$ cat src/rtl/eot_pkg.sv
// Shared types for the eot-terminated transaction path (chop and release stages).
package eot_pkg;

  localparam int unsigned DEF_W_DATA = 16;
  localparam int unsigned EOT_POS    = DEF_W_DATA;

  // {eot, data} item as carried on the chop output and the release pred input
  typedef struct packed {
    logic                  eot;
    logic [DEF_W_DATA-1:0] data;
  } eot_data_t;

  typedef enum logic {
    IDLE,
    RUN
  } state_t;

endpackage

$ cat src/rtl/eot_chop.sv
// eot_chop: takes a length N on cfg, passes exactly N din items to dout and
// marks the last one with eot. Datapath is a zero-latency pass-through; the
// only state is the FSM and the remaining-item counter.
module eot_chop
  import eot_pkg::*;
#(
  parameter int unsigned W_DATA = 16,
  parameter int unsigned W_CNT  = 16
) (
  input  logic              clk,
  input  logic              rst,
  input  logic              cfg_valid,
  output logic              cfg_ready,
  input  logic [W_CNT-1:0]  cfg_data,
  input  logic              din_valid,
  output logic              din_ready,
  input  logic [W_DATA-1:0] din_data,
  output logic              dout_valid,
  input  logic              dout_ready,
  output logic [W_DATA:0]   dout_data
);

  typedef struct packed {
    logic              eot;
    logic [W_DATA-1:0] data;
  } item_t;

  state_t             state;
  logic [W_CNT-1:0]   remaining;
  logic               last;
  logic               din_hs;
  logic               cfg_hs;
  logic               cfg_nonzero;
  item_t              out_item;

  // remaining is 0 outside RUN, so eot can only be set on a live last item
  assign last        = (remaining == W_CNT'(1));
  assign cfg_hs      = cfg_valid && cfg_ready;
  assign cfg_nonzero = (cfg_data != '0);
  assign din_hs      = (state == RUN) && din_valid && dout_ready;
  assign dout_data   = out_item;

  // Handshake steering: cfg accepted in IDLE, or in RUN only alongside the final item
  always_comb begin
    cfg_ready     = 1'b0;
    din_ready     = 1'b0;
    dout_valid    = 1'b0;
    out_item.eot  = last;
    out_item.data = din_data;
    case (state)
      IDLE: begin
        cfg_ready = 1'b1;
      end
      RUN: begin
        dout_valid = din_valid;
        din_ready  = dout_ready;
        cfg_ready  = last && din_valid && dout_ready;
      end
      default: begin
        cfg_ready = 1'b1;
      end
    endcase
  end

  // Transaction FSM and length counter; a cfg taken with the last item reloads without a bubble
  always_ff @(posedge clk or negedge rst) begin
    if (!rst) begin
      state     <= IDLE;
      remaining <= '0;
    end else begin
      case (state)
        IDLE: begin
          if (cfg_hs && cfg_nonzero) begin
            remaining <= cfg_data;
            state     <= RUN;
          end
        end
        RUN: begin
          if (din_hs) begin
            if (!last) begin
              remaining <= remaining - W_CNT'(1);
            end else if (cfg_hs && cfg_nonzero) begin
              remaining <= cfg_data;
            end else begin
              remaining <= '0;
              state     <= IDLE;
            end
          end
        end
        default: begin
          remaining <= '0;
          state     <= IDLE;
        end
      endcase
    end
  end

endmodule

$ cat config.mk
export PLATFORM = sky130hd
export DESIGN_NAME = eot_chop
export DESIGN_NICKNAME = d
export VERILOG_FILES = /design/src/rtl/eot_pkg.sv /design/src/rtl/eot_chop.sv
export SDC_FILE = /design/constraint.sdc
export NUM_CORES = 1
export LEC_CHECK = 0
export ABC_AREA = 1
export BUFFER_PORTS_ARGS = -buffer_cell sky130_fd_sc_hd__buf_2
export CAP_MARGIN = 20
export CORE_MARGIN = 3
export CORE_UTILIZATION = 57
export DETAILED_ROUTE_END_ITERATION = 8
export MAX_ROUTING_LAYER = met4
export PLACE_DENSITY_LB_ADDON = 0.08
export RECOVER_POWER = 100
export SLEW_MARGIN = 20
export SYNTH_ARGS = -nofsm -noshare
export SYNTH_HDL_FRONTEND = slang
export SYNTH_SLANG_ARGS = --single-unit
$ cat constraint.sdc
create_clock -name clk -period 2.34 [get_ports clk]
set_input_delay 0.468 -clock clk [delete_from_list [all_inputs] [get_ports clk]]
set_output_delay 0.468 -clock clk [all_outputs]
set_load 0.02 [all_outputs]
==> results.ini <==
[floorplanning]
die_h_um=64.86
dieArea_mm2=0.004206
coreArea_mm2=0.003178
rows=20
initial_core_util_pct=62.13
ios=57
dieWidth_um=64.86

[global_route]
globalRouteOverflowTotal=0
grt_use_total_pct=25.62
grt_pass1_wl_mm=8.335
grt_pass1_vias=1783
grt_max_degree=20
antenna_found_initial=0

[clocking]
root_buffer=clkbuf_4
htreeDepth=1
cts_inserted_buffers=3
clock_path_buffers=2
postCtsResizedCells=0
cts_setup_buffers=0
clkSlewWorstSetupHoldPaths_ns=0.11
cts_hold_buf=0
clkLatencyLatePin_ns=0.30
clkSinkCount=17
cts_tree=yes

[power]
cellInternalPower_mw=0.9370
power_frac_comb_pct=62.3
swShare_pct=53.70
ir_drop_uv=467.2
clkPwrFrac_pct=8.4
total_leakage_power_nw=1.159
switchingPower_mw=1.087
p_per_area_mw_per_mm2=1001
pwr-share-seq_pct=29.3

[sta]
fin_skew_ns=0.003458
fmax_mhz=451.2
fin_crit_sh_pct=94.72
rsz0062_at_grt=false
slew_headroom_pct=32.79
setup_tns_ns=0
finalHoldViolations=0
setup_violations=0
final_max_slew_viol_count=0
period_minus_slack_ns=2.216
worstMarginPinSlew_ns=1.008

[critical_path]
crit_type=reg2out
arrival_ns=1.75
start_kind=register
endpoint_kind=output port
cp_max_fo=9
cp_data_required_time_ns=1.87

[placement]
gp_congestion=0.9078
io_buffers=24
dp_hpwl_mm=3.592

[synth]
synth-edff-count=0
ys_seq_area_share_pct=21.55
ys.flop_type=dfrtp_1
ys_ff_latch=17
ys_types=28
yosysWarnings=0
async_flop_share_pct=100.0
syn_nets=364
netlist_instances=325
postSynthAreaPerCell_um2=6.075
netlist_area_mm2=0.001974

[layout]
final_common_cell=nand2_1
diodes=0
area_growth_pct=2.408
final_nets=377
final_layout_size_suffix_gt1_share_pct=18.40
final_cell_mix=113 x nand2_1, 43 x nor2_1, 37 x inv_1
post-route-util_pct=63.62

[route]
vias=2008
viasPerCell=5.270
wire_per_inst_um=12.71
drtIter0Drc=173
routed_wl_mm=4.841
drc_errors=0
drt_pass1_iterations=5
detail-route-antenna-nets=0

[status]
outcome=complete, no violations

[run]
drv_cap=0

[worst_hold_path]
hp-class=in2async

==> metal layers <==
layer	vias to the layer above	wire [µm]	track usage, %
met5	-	0	-
met4	0	31	5.805
met3	4	482	1.560
met2	108	2006	36.65
met1	880	2321	39.31
li1	1016	-	-
==> Yosys cell counts (3+ instances only) <==
cell type	number	share of area (%)
nor2_1	40	7.6
inv_1	37	7.0
nor2_2	8	2.5
nor2_4	6	3.4
buf_4	19	7.2
nand4_1	3	0.95
buf_2	3	0.76
nand2_1	112	21
a21oi_1	12	3.0
nand3_1	33	8.4
nand2_4	4	2.3
dfrtp_1	17	22
o21ai_0	3	0.76
nand3_2	9	4.6
==> sequential cells by signal, summed over array words and instances, names as in the netlist <==
name	flops
remaining	16
state	1
==> area by class of cell <==
cell class,count,area (µm²)
Multi-Input combinational cell,243,1181
Fill cell,340,1156
Sequential cell,17,425.4
Timing Repair Buffer,34,187.7
Inverter,39,146.4
Tap cell,44,55.05
Clock buffer,4,26.28
==> path summary, 6_finish.rpt <==
kind	from	to	slack [ns]	cells after the start
setup reg to reg	remaining[1]$_DFFE_PN0P_	remaining[3]$_DFFE_PN0P_	0.22	14
hold reg to reg	remaining[1]$_DFFE_PN0P_	remaining[1]$_DFFE_PN0P_	0.52	2
setup / recovery	remaining[8]$_DFFE_PN0P_	dout_data[16]	0.12	6
min in group clk	cfg_valid	state$_DFF_PN0_	0.41	3
hold / removal	rst	remaining[8]$_DFFE_PN0P_	0.31	1
max in group asynchronous	rst	remaining[6]$_DFFE_PN0P_	1.43	1
==> power groups by stage <==
stage          combinational [mW]  clock (mW)  sequential (mW)
4_1_cts                      1.27       0.176            0.589
6_report                     1.26       0.170            0.592
3_5_place_dp                 1.26           0            0.595
5_1_grt                      1.47       0.187            0.609
3_3_place_gp                 1.25           0            0.597
2_1_floorplan                1.09           0            0.546
==> metrics by stage <==
step / power [mW] / hold WS, ns / cell area [µm²] / setup WS (ns) / instances
CTS: 2.035 / 0.09277 / 2017 / 0.08707 / 376
finish: 2.024 / 0.3070 / 2022 / 0.1237 / 381
global placement: 1.851 / 0.4258 / 1991 / 0.4573 / 372
global route: 2.262 / 0.3676 / 2022 / 0.005868 / 381
floorplan: 1.639 / 0.1724 / 1974 / 0.6162 / 325
detailed placement: 1.855 / 0.4289 / 1991 / 0.4399 / 372
==> critical path, stage by stage (launching register included) <==
cell and delay, ns:
dfrtp_1 0.44, nor2_1 0.26, nand2_1 0.19, nor2_2 0.16
nand3_4 0.16, inv_1 0.08, buf_2 0.15
==> logic make-up after synthesis <==
family / count (synthesis) / synth area share, %
AND/OR/NAND/NOR: 221 / 54.18
buffers and inverters: 65 / 17.36
AO/OA/AOI/OAI: 17 / 4.309
flip-flops: 17 / 21.55
XOR/XNOR: 3 / 1.331
adder cells (fa/ha/maj): 2 / 1.267
Power figures use the tool's default switching activity.
